**src/rtl/affine_stream_engine.sv**
```systemverilog
// affine_stream_engine
// ---------------------------------------------------------------------------
// Streaming 2-D affine transform:
//   out_x = a*x + b*y + tx
//   out_y = d*x + e*y + ty
// a/b/d/e are signed Q(WIDTH-FRAC).FRAC, tx/ty/x/y are signed integers.
// Points enter through an input FIFO, pass through a five-state engine
// (IDLE, MUL1, MUL2, SUM, PUSH) and leave through an output FIFO.
//
// Ports
//   clk, rst                  clock, synchronous active-high reset
//   cfg_a/b/d/e, cfg_tx/ty    coefficients and offsets, snapshot at pop
//   cfg_round                 1 = round half up, 0 = floor
//   cfg_sat                   1 = saturate, 0 = wrap to WIDTH bits
//   enable                    allows the engine to pop new points
//   flush                     empties both FIFOs, aborts the in-flight point
//   clear_ovf                 clears the sticky overflow flag
//   in_valid/in_ready/in_x/in_y       input point stream
//   out_valid/out_ready/out_x/out_y   output result stream
//   in_count, out_count       FIFO occupancies
//   busy                      engine is not IDLE
//   done                      one-cycle pulse when a result enters the output FIFO
//   overflow                  sticky: some result fell outside the WIDTH range
//   state_dbg                 current engine state
//
// Handshake: a transfer happens on a rising edge where valid and ready are
// both high; valid never depends on ready, and data is held while valid is
// high and ready is low. During a flush cycle neither port transfers.

module affine_stream_engine #(
    parameter int WIDTH = 16,
    parameter int FRAC  = 8,
    parameter int DEPTH = 4
) (
    input  logic                         clk,
    input  logic                         rst,
    input  logic [WIDTH-1:0]             cfg_a,
    input  logic [WIDTH-1:0]             cfg_b,
    input  logic [WIDTH-1:0]             cfg_d,
    input  logic [WIDTH-1:0]             cfg_e,
    input  logic [WIDTH-1:0]             cfg_tx,
    input  logic [WIDTH-1:0]             cfg_ty,
    input  logic                         cfg_round,
    input  logic                         cfg_sat,
    input  logic                         enable,
    input  logic                         flush,
    input  logic                         clear_ovf,
    input  logic                         in_valid,
    input  logic [WIDTH-1:0]             in_x,
    input  logic [WIDTH-1:0]             in_y,
    output logic                         in_ready,
    output logic                         out_valid,
    output logic [WIDTH-1:0]             out_x,
    output logic [WIDTH-1:0]             out_y,
    input  logic                         out_ready,
    output logic [$clog2(DEPTH+1)-1:0]   in_count,
    output logic [$clog2(DEPTH+1)-1:0]   out_count,
    output logic                         busy,
    output logic                         done,
    output logic                         overflow,
    output logic [2:0]                   state_dbg
);

    localparam int CW = $clog2(DEPTH+1);
    localparam int AW = $clog2(DEPTH);
    localparam int PW = 2*WIDTH;
    localparam int SW = 2*WIDTH+2;

    // Representable output range, sign-extended to the sum width.
    localparam logic signed [SW-1:0] MAX_V = {{(SW-WIDTH+1){1'b0}}, {(WIDTH-1){1'b1}}};
    localparam logic signed [SW-1:0] MIN_V = {{(SW-WIDTH+1){1'b1}}, {(WIDTH-1){1'b0}}};

    typedef enum logic [2:0] {
        IDLE = 3'd0,
        MUL1 = 3'd1,
        MUL2 = 3'd2,
        SUM  = 3'd3,
        PUSH = 3'd4
    } state_t;

    state_t state;

    // ------------------------------------------------------------------
    // Input FIFO
    // ------------------------------------------------------------------
    logic [WIDTH-1:0] in_mem_x [DEPTH];
    logic [WIDTH-1:0] in_mem_y [DEPTH];
    logic [AW-1:0]    in_wr, in_rd;
    logic             in_push, in_pop, start;

    assign in_ready = (in_count != CW'(DEPTH));
    // Output space is reserved here: only one point is ever in flight, so a
    // free output slot at pop time is still free when PUSH arrives.
    assign start    = enable && (in_count != '0) && (out_count < CW'(DEPTH));
    assign in_push  = in_valid && in_ready && !flush;
    assign in_pop   = (state == IDLE) && start && !flush;

    always_ff @(posedge clk) begin
        if (in_push) begin
            in_mem_x[in_wr] <= in_x;
            in_mem_y[in_wr] <= in_y;
        end
    end

    always_ff @(posedge clk) begin
        if (rst || flush) begin
            in_wr    <= '0;
            in_rd    <= '0;
            in_count <= '0;
        end else begin
            if (in_push) in_wr <= in_wr + 1'b1;
            if (in_pop)  in_rd <= in_rd + 1'b1;
            if (in_push && !in_pop)      in_count <= in_count + 1'b1;
            else if (!in_push && in_pop) in_count <= in_count - 1'b1;
        end
    end

    // ------------------------------------------------------------------
    // Output FIFO
    // ------------------------------------------------------------------
    logic [WIDTH-1:0] out_mem_x [DEPTH];
    logic [WIDTH-1:0] out_mem_y [DEPTH];
    logic [AW-1:0]    out_wr, out_rd;
    logic             out_push, out_pop;
    logic [WIDTH-1:0] res_x, res_y;
    logic             res_ovf;

    assign out_valid = (out_count != '0);
    assign out_push  = (state == PUSH) && !flush;
    assign out_pop   = out_valid && out_ready && !flush;
    assign out_x     = out_valid ? out_mem_x[out_rd] : '0;
    assign out_y     = out_valid ? out_mem_y[out_rd] : '0;

    always_ff @(posedge clk) begin
        if (out_push) begin
            out_mem_x[out_wr] <= res_x;
            out_mem_y[out_wr] <= res_y;
        end
    end

    always_ff @(posedge clk) begin
        if (rst || flush) begin
            out_wr    <= '0;
            out_rd    <= '0;
            out_count <= '0;
        end else begin
            if (out_push) out_wr <= out_wr + 1'b1;
            if (out_pop)  out_rd <= out_rd + 1'b1;
            if (out_push && !out_pop)      out_count <= out_count + 1'b1;
            else if (!out_push && out_pop) out_count <= out_count - 1'b1;
        end
    end

    // ------------------------------------------------------------------
    // Datapath
    // ------------------------------------------------------------------
    logic signed [WIDTH-1:0] a_r, b_r, d_r, e_r, tx_r, ty_r, x_r, y_r;
    logic                    rnd_r, sat_r;
    logic signed [PW-1:0]    ax, dx, by, ey;

    function automatic logic signed [SW-1:0] ext_p(input logic signed [PW-1:0] v);
        return {{(SW-PW){v[PW-1]}}, v};
    endfunction

    function automatic logic signed [SW-1:0] ext_w(input logic signed [WIDTH-1:0] v);
        return {{(SW-WIDTH){v[WIDTH-1]}}, v};
    endfunction

    // Returns {out_of_range, value} with saturation or wrap applied.
    function automatic logic [WIDTH:0] fit(input logic signed [SW-1:0] v, input logic sat);
        logic             hi, lo;
        logic [WIDTH-1:0] r;
        hi = (v > MAX_V);
        lo = (v < MIN_V);
        r  = v[WIDTH-1:0];
        if (sat && hi)      r = {1'b0, {(WIDTH-1){1'b1}}};
        else if (sat && lo) r = {1'b1, {(WIDTH-1){1'b0}}};
        return {hi | lo, r};
    endfunction

    logic signed [SW-1:0] rnd_add, sum_x, sum_y, sh_x, sh_y;
    logic [WIDTH:0]       fx, fy;

    always_comb begin
        rnd_add = '0;
        if (rnd_r) rnd_add = {{(SW-1){1'b0}}, 1'b1} << (FRAC-1);
        // Offsets are integers: align them to the product's binary point.
        sum_x = ext_p(ax) + ext_p(by) + (ext_w(tx_r) <<< FRAC) + rnd_add;
        sum_y = ext_p(dx) + ext_p(ey) + (ext_w(ty_r) <<< FRAC) + rnd_add;
        sh_x  = sum_x >>> FRAC;
        sh_y  = sum_y >>> FRAC;
        fx    = fit(sh_x, sat_r);
        fy    = fit(sh_y, sat_r);
    end

    // ------------------------------------------------------------------
    // Engine FSM
    // ------------------------------------------------------------------
    always_ff @(posedge clk) begin
        if (rst) begin
            state   <= IDLE;
            done    <= 1'b0;
            a_r     <= '0;
            b_r     <= '0;
            d_r     <= '0;
            e_r     <= '0;
            tx_r    <= '0;
            ty_r    <= '0;
            x_r     <= '0;
            y_r     <= '0;
            rnd_r   <= 1'b0;
            sat_r   <= 1'b0;
            ax      <= '0;
            dx      <= '0;
            by      <= '0;
            ey      <= '0;
            res_x   <= '0;
            res_y   <= '0;
            res_ovf <= 1'b0;
        end else if (flush) begin
            state <= IDLE;
            done  <= 1'b0;
        end else begin
            done <= 1'b0;
            case (state)
                IDLE: begin
                    if (start) begin
                        // Configuration is frozen for the whole point here.
                        x_r   <= in_mem_x[in_rd];
                        y_r   <= in_mem_y[in_rd];
                        a_r   <= cfg_a;
                        b_r   <= cfg_b;
                        d_r   <= cfg_d;
                        e_r   <= cfg_e;
                        tx_r  <= cfg_tx;
                        ty_r  <= cfg_ty;
                        rnd_r <= cfg_round;
                        sat_r <= cfg_sat;
                        state <= MUL1;
                    end
                end
                MUL1: begin
                    ax    <= a_r * x_r;
                    dx    <= d_r * x_r;
                    state <= MUL2;
                end
                MUL2: begin
                    by    <= b_r * y_r;
                    ey    <= e_r * y_r;
                    state <= SUM;
                end
                SUM: begin
                    res_x   <= fx[WIDTH-1:0];
                    res_y   <= fy[WIDTH-1:0];
                    res_ovf <= fx[WIDTH] | fy[WIDTH];
                    state   <= PUSH;
                end
                PUSH: begin
                    done  <= 1'b1;
                    state <= IDLE;
                end
                default: state <= IDLE;
            endcase
        end
    end

    // Overflow is raised when the offending result is written, so an aborted
    // point never flags it. A set beats a same-cycle clear.
    always_ff @(posedge clk) begin
        if (rst)                         overflow <= 1'b0;
        else if (out_push && res_ovf)    overflow <= 1'b1;
        else if (clear_ovf)              overflow <= 1'b0;
    end

    assign busy      = (state != IDLE);
    assign state_dbg = state;

endmodule

```
**config.mk**
```make
export PLATFORM = sky130hd
export DESIGN_NAME = affine_stream_engine
export DESIGN_NICKNAME = d
export VERILOG_FILES = /design/src/rtl/affine_stream_engine.sv
export SDC_FILE = /design/constraint.sdc
export NUM_CORES = 2
export LEC_CHECK = 0
export CAP_MARGIN = 20
export CORE_UTILIZATION = 48
export DETAILED_ROUTE_END_ITERATION = 10
export GPL_TIMING_DRIVEN = 0
export SLEW_MARGIN = 10
export SYNTH_ARGS = -nofsm -noshare
export SYNTH_HDL_FRONTEND = slang
export SYNTH_SLANG_ARGS = --single-unit
```
**constraint.sdc**
```tcl
create_clock -name clk -period 20 [get_ports clk]
set_input_delay 5 -clock clk [delete_from_list [all_inputs] [get_ports clk]]
set_output_delay 5 -clock clk [all_outputs]
set_load 0.01 [all_outputs]
```
Word-level counts from Yosys, hierarchy flattened
Memories as Yosys holds them, arrays and structs flattened. A register that Yosys moved wholly into a read port is not among the register bits.
Cells that the tools add are included.
- register bits after elaboration: 278
- memory bits (writable): 256
- memories kept: 4
- memory list (name ; words ; bits a word ; read ports ; clocked after memory_dff ; write ports ; RTL line ; RTL):
    in_mem_x ; 4 ; 16 ; 1 ; 1 ; 1 ; 86 ; logic [WIDTH-1:0] in_mem_x [DEPTH];
    in_mem_y ; 4 ; 16 ; 1 ; 1 ; 1 ; 87 ; logic [WIDTH-1:0] in_mem_y [DEPTH];
    out_mem_x ; 4 ; 16 ; 1 ; 1 ; 1 ; 121 ; logic [WIDTH-1:0] out_mem_x [DEPTH];
    out_mem_y ; 4 ; 16 ; 1 ; 1 ; 1 ; 122 ; logic [WIDTH-1:0] out_mem_y [DEPTH];
- add/subtract/negate cells: 14
- multipliers: 4
- $lt $le $gt $ge: 5
- equal/unequal tests: 6
- multiplexer cells: 24
- bitwise operators: 4
- reduce and logical (&&, ||, !) cells: 36
- operators by type and width (cell ; number):
    $mul 16x16->32 ; 4
    $mux 16 ; 6
    $add 33x24->34 ; 2
    $add 34x9->34 ; 2
    $add 32x32->33 ; 2
    $gt 26x16->1 const B ; 2
    $lt 26x16->1 const B ; 2
    $logic_and 1x1->1 ; 18
    $mux 3 ; 5
    $pmux 3 s4 ; 1
    $reduce_bool 3->1 ; 3
    $add 2x1->2 const B ; 4
    $mux 2 ; 4
    $mux 8 ; 1
    $mux 1 ; 7
    $add 3x1->3 const B ; 2
    $eq 3x2->1 const B ; 2
    $reduce_and 2->1 ; 3
    $reduce_bool 2->1 ; 3
    $sub 3x1->3 const B ; 2
    $logic_not 1->1 ; 5
    $eq 3x1->1 const B ; 1
    $eq 3x3->1 const B ; 1
    $logic_not 3->1 ; 1
    8 further kinds ; 10

Depth between registers and ports, before layout
- depth after elaboration: 8
- mapped depth: 26
- gate-level depth less buffers: 25

Worst setup path after synthesis
OpenSTA, ideal clock, no wires.
- kind: input-to-reg
- start: input flush
- end: register in_count[2]
- library setup time: 0.070 ns
- arrival: 7.123 ns
- data required time: 19.930 ns
- slack: 12.807 ns
- cell stages on the path: 12
- path buffers: 3
- path through: clkbuf_1 -> nor2_1 -> and3_1 -> clkbuf_1 -> clkinv_1 -> clkbuf_1 -> ha_1 -> inv_1 -> fa_1 -> xor2_1 -> or3_1 -> a21oi_1
- word-level cells in the longest chain between the ends: 5
- elaborated cells between the ends (all ways): 10
- classes of those cells: mux: 1; reduce/logical: 9
- ends and longest elaborated chain (item ; RTL line ; RTL):
    from (decl) ; 46 ; input logic flush,
    $logic_not 1->1 ; 95, 96 ;
    $logic_and 1x1->1, on equally long branches ; 96, 95 ;
    $logic_not 1->1, on equally long branches ; 113, 114 ;
    $logic_and 1x1->1, on equally long branches ; 113, 114 ;
    $mux 3 / $reduce_bool 2->1 (equally long branches) ; n/a ;
    to (signal assigned) ; 113 ; if (in_push && !in_pop) in_count <= in_count + 1'b1;
    to (signal assigned) ; 114 ; else if (!in_push && in_pop) in_count <= in_count - 1'b1;
    to (decl) ; 56 ; output logic [$clog2(DEPTH+1)-1:0] in_count,
Several ways; a longest one is shown, not always the timed one.
A chain may end at the register's enable or synchronous reset.

Worst setup path in the final report
- start: register y_r[15], read port of in_mem_y
- end: register ey[31]
- word-level cells in the longest chain between the ends: 1
- ends and longest elaborated chain (item ; RTL line ; RTL):
    from (decl) ; 157 ; logic signed [WIDTH-1:0] a_r, b_r, d_r, e_r, tx_r, ty_r, x_r, y_r;
    $mul 16x16->32 ; 249 ; ey <= e_r * y_r;
    to (signal assigned) ; 249 ;
    to (decl) ; 159 ; logic signed [PW-1:0] ax, dx, by, ey;
No other way between the ends.

==> impl_metrics.tcl <==
set metrics [dict create \
    wire_per_inst_um 22.6 \
    die_w_um 366 \
    maxCapViolCount 0 \
    via_per_inst 5.38 \
    avgSynthCellArea_um2 9.78 \
    slew_violations 0 \
    cts_tree "built" \
    synthCells 6506 \
    setup_viol 0 \
    fmax_mhz 114 \
    place_ws_ns 10.92 \
    grtUsageTotal_pct 29.4 \
    grt_pass1_vias 48090 \
    peakVddDrop_v 0.0000718 \
    drc 0 \
    drtAntennaViolNets 0 \
    drive_above_1_share_pct 3.59 \
    insertion_delay_ns 0.70 \
    vias 46160 \
    core_um2 131000 \
    yosysUniqueCellTypes 87 \
    p_leak_nw 32.9 \
    finClkSkew_ns 0.0362 \
    start_kind "register" \
    overflow 0 \
    fill_cells 12194 \
    ys_warn_count 0 \
    rsz0062_at_grt "no" \
    grt_max_degree 30 \
    setup_tns_ns 0 \
    numCtsBuffers 67 \
    post-route-period-util_pct 44.0 \
    die_y_um 366 \
    synth_area_um2 63600 \
    cts_setup_buffers 0 \
    drt_iter0_markers 3367 \
    dp_hpwl_mm 159 \
    arrival_ns 9.34 \
    cts_hold_buffers 0 \
    antenna_found_initial 11 \
    stdcell_area_um2 70200 \
    postRouteWirelength_mm 194 \
    nets 8419 \
    period_needed_ns 8.79 \
    ys_ff_latch 568 \
    hold_path.class "reg -> reg" \
    clkSinkCount 568 \
    gp_routability_congestion 0.982 \
    timing_worst_setup_path_type "reg -> reg" \
    timing.final.ws_setup_ns 11.21 \
    synthArstFlopShare_pct 0 \
    syn_nets 8155 \
    ys_seq_area_share_pct 21.9 \
    start_util_pct 48.4 \
    placed_area_um2 67900 \
    multiInputGateArea_um2 44100 \
    p_per_area_nw_per_um2 39.4 \
    status "completed" \
    worstPathRequired_ns 20.55 \
    port_buffers 181 \
    ctsResizeCount 0 \
    clock-root-buffer "clkbuf_16" \
    cp-end-kind "register" \
    htreeDepth 3 \
    area_growth_pct 10.4 \
    ys.flop_type "dfxtp_1" \
    die_area_um2 134000 \
    clock_path_buffers 3 \
    seqCellArea_um2 13900 \
    tightestPinTransition_ns 1.16 \
    drtPass1Iterations 5 \
    rows 133 \
    timing.final.hold_violations 0 \
    crit_path_max_fanout 11 \
    synth_edf_count 256 \
    clk_pin_slew_ns 0.06 \
    grt_pass1_wl_mm 294 \
    relSlewSlack_pct 22.3 \
    io_pins 183 \
]
-- kinds of logic (layout without fill, tap and decap cells) --
group,after synthesis,count (layout),share of synthesized area [%]
and+or+nand+nor,1950,1950,14.6
adders and majority gates,1512,1512,42.7
buffers and inverters,1472,1790,8.76
AOI/OAI and AO/OA,745,745,7.10
DFF,568,568,21.9
xor gates and xnor gates,188,188,2.59
muxes,71,71,2.38
other,0,2,0
-- through the flow --
step           total power, mW  hold WS [ns]  utilization [%]  cells
5_1_grt                   2.86         0.484             53.4   8579
3_5_place_dp              1.50         0.453             51.6   8455
6_report                  2.77         0.457             53.4   8581
2_1_floorplan             1.37         0.432                -   6506
3_3_place_gp              1.50         0.450             51.4   8442
4_1_cts                   2.79         0.459             53.4   8578
-- cells in the mapped netlist, types with 8 or more instances --
| cell type | instances | area, um2 |
|---|---|---|
| nand4_1 | 22 | 138 |
| nor2_1 | 154 | 578 |
| o211ai_1 | 16 | 120 |
| clkbuf_1 | 260 | 976 |
| nand2_1 | 1009 | 3790 |
| o21a_1 | 16 | 120 |
| or2_2 | 8 | 50.1 |
| o21ai_0 | 91 | 455 |
| a21o_1 | 75 | 563 |
| ha_1 | 412 | 5150 |
| and3_1 | 14 | 87.6 |
| dfxtp_1 | 312 | 6250 |
| and2_1 | 544 | 3400 |
| buf_1 | 18 | 67.6 |
| nand3_1 | 42 | 210 |
| o21bai_1 | 26 | 195 |
| xor2_1 | 51 | 447 |
| o22ai_1 | 15 | 93.8 |
| edfxtp_1 | 256 | 7690 |
| nor3_1 | 45 | 225 |
| xnor2_1 | 137 | 1200 |
| inv_1 | 1185 | 4450 |
| a21oi_1 | 379 | 1900 |
| nand2b_1 | 41 | 257 |
| fa_1 | 1100 | 22000 |
| a211oi_1 | 24 | 180 |
| nor2b_1 | 12 | 75.1 |
| or3_1 | 19 | 119 |
| a31oi_1 | 26 | 163 |
| mux4_2 | 64 | 1440 |
-- worst max-delay path: stages, from the launching register on --
cell	delay, ns
dfxtp_1	0.85
inv_1	0.43
clkbuf_1	0.48
nor2_1	0.26
fa_1	0.47
fa_1	0.41
fa_1	0.56
fa_1	0.46
fa_1	0.49
inv_1	0.05
fa_1	0.47
inv_1	0.04
ha_1	0.35
a21oi_1	0.27
o21bai_1	0.09
a21o_1	0.17
a21o_1	0.17
a21o_1	0.18
a2111oi_1	0.79
a31oi_1	0.21
a211oi_1	0.44
o21ai_0	0.21
xnor2_1	0.65
o21ai_0	0.14
-- final timing paths --
kind / from / to / slack (ns) / cells past startpoint
max: y_r[15] / ey[31] / 11.21 / 23
max reg2reg: y_r[15] / ey[31] / 11.21 / 23
min reg2reg: dx[0] / dx[0] / 0.46 / 2
min: dx[0] / dx[0] / 0.46 / 2
-- cells in the final DEF, fill, tap and decap left out, types with 181 or more instances in the layout --
cell             netlist  layout
edfxtp_1             256     256
a21oi_1              379     379
inv_1               1185    1185
fa_1                1100    1100
ha_1                 412     412
dfxtp_1              312     312
clkdlybuf4s50_1        0     181
clkbuf_1             260     267
and2_1               544     536
nand2_1             1009    1009
-- routing by layer --
layer | vias up | global-route usage [%] | share of wire [%] | wire length (um)
li1 | 20811 | - | - | -
met1 | 23395 | 40.0 | 42 | 81900
met2 | 1613 | 45.7 | 45 | 86800
met3 | 327 | 6.94 | 8.8 | 17000
met4 | 14 | 11.1 | 4.1 | 7940
met5 | - | 0 | 0.047 | 92
-- where the power goes --
part           total [mW]  internal [mW]  switching, mW  leakage, nW
combinational       0.238         0.0825          0.156         26.8
sequential           1.24           1.22         0.0235         4.99
clock                1.29          0.729          0.558         1.13
-- flip-flops by register name, summed over array words and instances, names as in the netlist, 32 cells and up, named ones only --
name	count
ax	32
out_mem_x	64
dx	32
in_mem_x	64
in_mem_y	64
out_mem_y	64
by	32
ey	32
-- layout make-up --
cell class	instances	area share (%)
Clock inverter	38	0.709
Clock buffer	85	2.63
Tap cell	1755	3.13
Multi-Input combinational cell	4466	62.8
Antenna cell	2	0.00713
Buffer	286	1.60
Inverter	1186	6.34
Timing Repair Buffer	195	2.94
Sequential cell	568	19.8
No activity file was read; power rests on OpenSTA's default activity.
